**config.mk**
```make
export PLATFORM = sky130hd
export DESIGN_NAME = stream_demux
export DESIGN_NICKNAME = d
export VERILOG_FILES = /design/src/rtl/stream_demux.sv
export SDC_FILE = /design/constraint.sdc
export NUM_CORES = 1
export LEC_CHECK = 0
export ABC_CLOCK_PERIOD_IN_PS = 2400
export BUFFER_PORTS_ARGS = -buffer_cell sky130_fd_sc_hd__buf_2
export CAP_MARGIN = 20
export CORE_MARGIN = 10
export CORE_UTILIZATION = 45
export DETAILED_ROUTE_END_ITERATION = 10
export PLACE_DENSITY = 0.78
export SLEW_MARGIN = 20
export SYNTH_ARGS = -nofsm -noshare
export SYNTH_HDL_FRONTEND = slang
export SYNTH_SLANG_ARGS = --single-unit
```
**constraint.sdc**
```tcl
create_clock -name clk -period 2.4 [get_ports clk]
set_input_delay 0.48 -clock clk [delete_from_list [all_inputs] [get_ports clk]]
set_output_delay 0.48 -clock clk [all_outputs]
set_load 0.02 [all_outputs]
```
**src/rtl/stream_demux.sv**
```systemverilog
// stream_demux: routes one input stream to one of two output channels.
// Each channel owns a one-entry holding register governed by an
// EMPTY/FULL FSM. A full channel whose sink is ready can be drained and
// refilled on the same edge.
// Optional build macro STREAM_DEMUX_COUNT_EN adds per-channel 16-bit
// counters of completed output transfers (cnt0, cnt1).
module stream_demux #(
   parameter int WIDTH = 8
) (
   input  logic             clk,
   input  logic             rst,
   input  logic [WIDTH-1:0] in_data,
   input  logic             in_sel,
   input  logic             in_valid,
   output logic             in_ready,
   output logic [WIDTH-1:0] out0_data,
   output logic             out0_valid,
   input  logic             out0_ready,
   output logic [WIDTH-1:0] out1_data,
   output logic             out1_valid,
   input  logic             out1_ready
`ifdef STREAM_DEMUX_COUNT_EN
   ,
   output logic [15:0]      cnt0,
   output logic [15:0]      cnt1
`endif
);

   typedef enum logic {
      EMPTY = 1'b0,
      FULL  = 1'b1
   } ch_state_t;

   ch_state_t        state_r     [2];
   ch_state_t        state_nxt_s [2];
   logic [WIDTH-1:0] data_r      [2];
   logic [1:0]       ch_ready_s;
   logic [1:0]       load_s;
   logic [1:0]       drain_s;

   assign ch_ready_s = {out1_ready, out0_ready};

   // Input acceptance: the selected channel must be empty or draining now.
   always_comb begin
      in_ready = 1'b0;
      load_s   = 2'b00;
      if (rst) begin
         in_ready = 1'b0;
      end else begin
         if (in_sel) begin
            in_ready = (state_r[1] == EMPTY) || out1_ready;
         end else begin
            in_ready = (state_r[0] == EMPTY) || out0_ready;
         end
      end
      load_s[0] = in_valid & in_ready & ~in_sel;
      load_s[1] = in_valid & in_ready &  in_sel;
   end

   // Per-channel next state: a load always leaves the channel FULL,
   // otherwise a ready sink empties it.
   always_comb begin
      for (int i = 0; i < 2; i++) begin
         state_nxt_s[i] = state_r[i];
         drain_s[i]     = (state_r[i] == FULL) && ch_ready_s[i];
         case (state_r[i])
            EMPTY: begin
               if (load_s[i]) begin
                  state_nxt_s[i] = FULL;
               end else begin
                  state_nxt_s[i] = EMPTY;
               end
            end
            FULL: begin
               if (load_s[i]) begin
                  state_nxt_s[i] = FULL;
               end else if (ch_ready_s[i]) begin
                  state_nxt_s[i] = EMPTY;
               end else begin
                  state_nxt_s[i] = FULL;
               end
            end
            default: begin
               state_nxt_s[i] = EMPTY;
            end
         endcase
      end
   end

   // Channel state and holding registers; data holds its last value when empty.
   always_ff @(posedge clk) begin
      for (int i = 0; i < 2; i++) begin
         if (rst) begin
            state_r[i] <= EMPTY;
            data_r[i]  <= '0;
         end else begin
            state_r[i] <= state_nxt_s[i];
            if (load_s[i]) begin
               data_r[i] <= in_data;
            end
         end
      end
   end

   assign out0_data  = data_r[0];
   assign out1_data  = data_r[1];
   assign out0_valid = (state_r[0] == FULL);
   assign out1_valid = (state_r[1] == FULL);

`ifdef STREAM_DEMUX_COUNT_EN
   logic [15:0] cnt_r [2];

   // Completed output transfers per channel, wrapping naturally at 16 bits.
   always_ff @(posedge clk) begin
      for (int i = 0; i < 2; i++) begin
         if (rst) begin
            cnt_r[i] <= 16'h0000;
         end else if (drain_s[i]) begin
            cnt_r[i] <= cnt_r[i] + 16'h0001;
         end
      end
   end

   assign cnt0 = cnt_r[0];
   assign cnt1 = cnt_r[1];
`else
   logic unused_drain_s;
   assign unused_drain_s = ^drain_s;
`endif

endmodule

```
==> results.cfg <==
[logic_synthesis]
synth_cell_type_count = 14
synth_cells = 60
mappedNetlistArea_um2 = 833
ys_seq_elements = 18
synth_nets = 74
yosys_warnings = 0
ys_seq_area_frac = 0.625
postSynthAreaPerCell_um2 = 13.9

[clock_network]
cts_resized = 0
cts_sinks = 18
tritoncts = done
cts_inserted_buffers = 3
post_cts_buffers = 0
clk_pin_slew_ns = 0.09
cts-root-buf = clkbuf_4
clk_latency_ns = 0.28
ctsHtreeMaxLevel = 1
cts_hold_buffers = 0
cts_buffer_depth = 2

[die]
start_util = 0.477
ioPinCount = 33
dieArea_um2 = 3970
fp.dieH_um = 63.0
num_rows = 15
core_um2 = 1750
die-width_um = 63.0

[grt]
antenna_found_initial = 0
track_usage = 0.0850
grt_max_degree = 11
grt_pass1_vias = 619
grt_pass1_wl_mm = 2.73
globalRouteOverflowTotal = 0

[route]
first_iter_violations = 21
vias = 574
wl_per_cell_um = 13.7
route.detailed.drc = 0
drt-pass1-iter-count = 4
drt.antenna.violating_nets = 0
wirelength_mm = 1.62
vias_per_cell = 4.86

[worst_setup_path]
worstPathMaxFanout = 9
crit_required_ns = 1.92
setup.worst_path.start_class = input port
cp-end-kind = primary output
worstSetupPathType = in -> out
worstPathArrival_ns = 1.37

[pwr]
report.power.total_uw = 608
powerDensity_nw_per_um2 = 587
p_sw_frac = 0.251
clkPwrFrac = 0.224
p_comb_frac = 0.174
p_switching_uw = 153
intPower_uw = 455
p_leak_nw = 0.434
peakVddDrop_mv = 0.326
pwr-share-seq = 0.602

[placed_design]
gp_congestion = 0.747
io_buffers = 32
place_inst = 115
dp_hpwl_mm = 1.34

[timing]
fin_crit_ns = 1.85
finalHoldViolCount = 0
rsz0062_at_grt = no
fmax_mhz = 540
fin_crit_sh = 0.772
tightest_slew_ns = 0.699
slew-limit-headroom = 0.533
whs_ns = 0.411
setup_viol = 0
slew_violations = 0
totalNegativeSetupSlack_ns = 0
skew_ns = 0.000318

[worst_hold_path]
hp-class = in -> reg

[final_layout]
mostFrequentLayoutCells = buf_2, nor3_2, edfxtp_1
seq_area_um2 = 520
fin_nets = 109
layout_commonest_cell = buf_2
drive_gt1_frac = 0.602
fillCellCount = 154
area_delta_synth_final_pct = 24.3
final_util = 0.594
fin_cells = 118
multi_input_area_um2 = 279
diodes = 0

[status]
outcome = finished clean

[run]
cap_violations = 0
## layer usage
metal  routed length (um)  up-vias  track usage  part of all wire
met4                    9        0       0.0503            0.0056
met5                    0        -            0                 0
met3                  158        2       0.0448             0.098
met2                  706       26        0.121              0.44
li1                     -      282            -                 -
met1                  743      264       0.0985              0.46
## cells in the mapped netlist
master,instances,area share
o21bai_1,1,0.0090
buf_6,1,0.014
nand2_1,9,0.041
o22ai_2,1,0.015
buf_4,1,0.0090
a21oi_1,2,0.012
nor2b_1,2,0.015
edfxtp_1,16,0.58
nand2b_1,4,0.030
dfxtp_1,2,0.048
nor3_2,16,0.19
or2_1,1,0.0075
buf_2,3,0.018
o21bai_2,1,0.014
## path summary, 6_finish.rpt
| check | startpoint | end | slack [ns] | cells past startpoint |
|---|---|---|---|---|
| min reg2reg | state_r[1] | state_r[1] | 0.49 | 2 |
| max reg2reg | state_r[1] | data_r[1][7] | 0.81 | 3 |
| min | rst | state_r[1] | 0.41 | 2 |
| max | in_sel | in_ready | 0.55 | 4 |
## worst max-delay path: stages
cell and delay, ns:
buf_2 0.12, or2_1 0.39, o22ai_2 0.20, buf_2 0.19
## registers in the layout, indices dropped and copies added, names as in the netlist
register / cells
state_r: 2
data_r: 16
## cells by family (layout without fill, tap and decap cells)
| family | after synthesis | in the layout | share of synthesized area |
|---|---|---|---|
| buf+inv | 5 | 38 | 0.0405 |
| compound gates | 5 | 5 | 0.0496 |
| simple gates | 32 | 32 | 0.285 |
| flops | 18 | 18 | 0.625 |
## per-stage QoR
stage	worst slack [ns]	cell area, um^2
4_1_cts	0.550	1040
2_1_floorplan	0.822	833
6_report	0.546	1040
3_3_place_gp	0.579	1010
3_5_place_dp	0.553	1010
5_1_grt	0.515	1040
## layout make-up
type,instances,share of cell area
timing repair buffer,35,0.176
sequential,18,0.502
tap,25,0.0302
multi-input combinational,37,0.269
clock buffer,3,0.0217
## power by group through the flow
stage,clock network (mW),registers [mW],logic [mW]
finish,0.136,0.366,0.106
detailed placement,0,0.374,0.107
global placement,0,0.373,0.106
CTS,0.143,0.367,0.108
floorplan,0,0.402,0.0422
global route,0.149,0.369,0.115
Note: power is estimated with default switching activity, not from simulation.
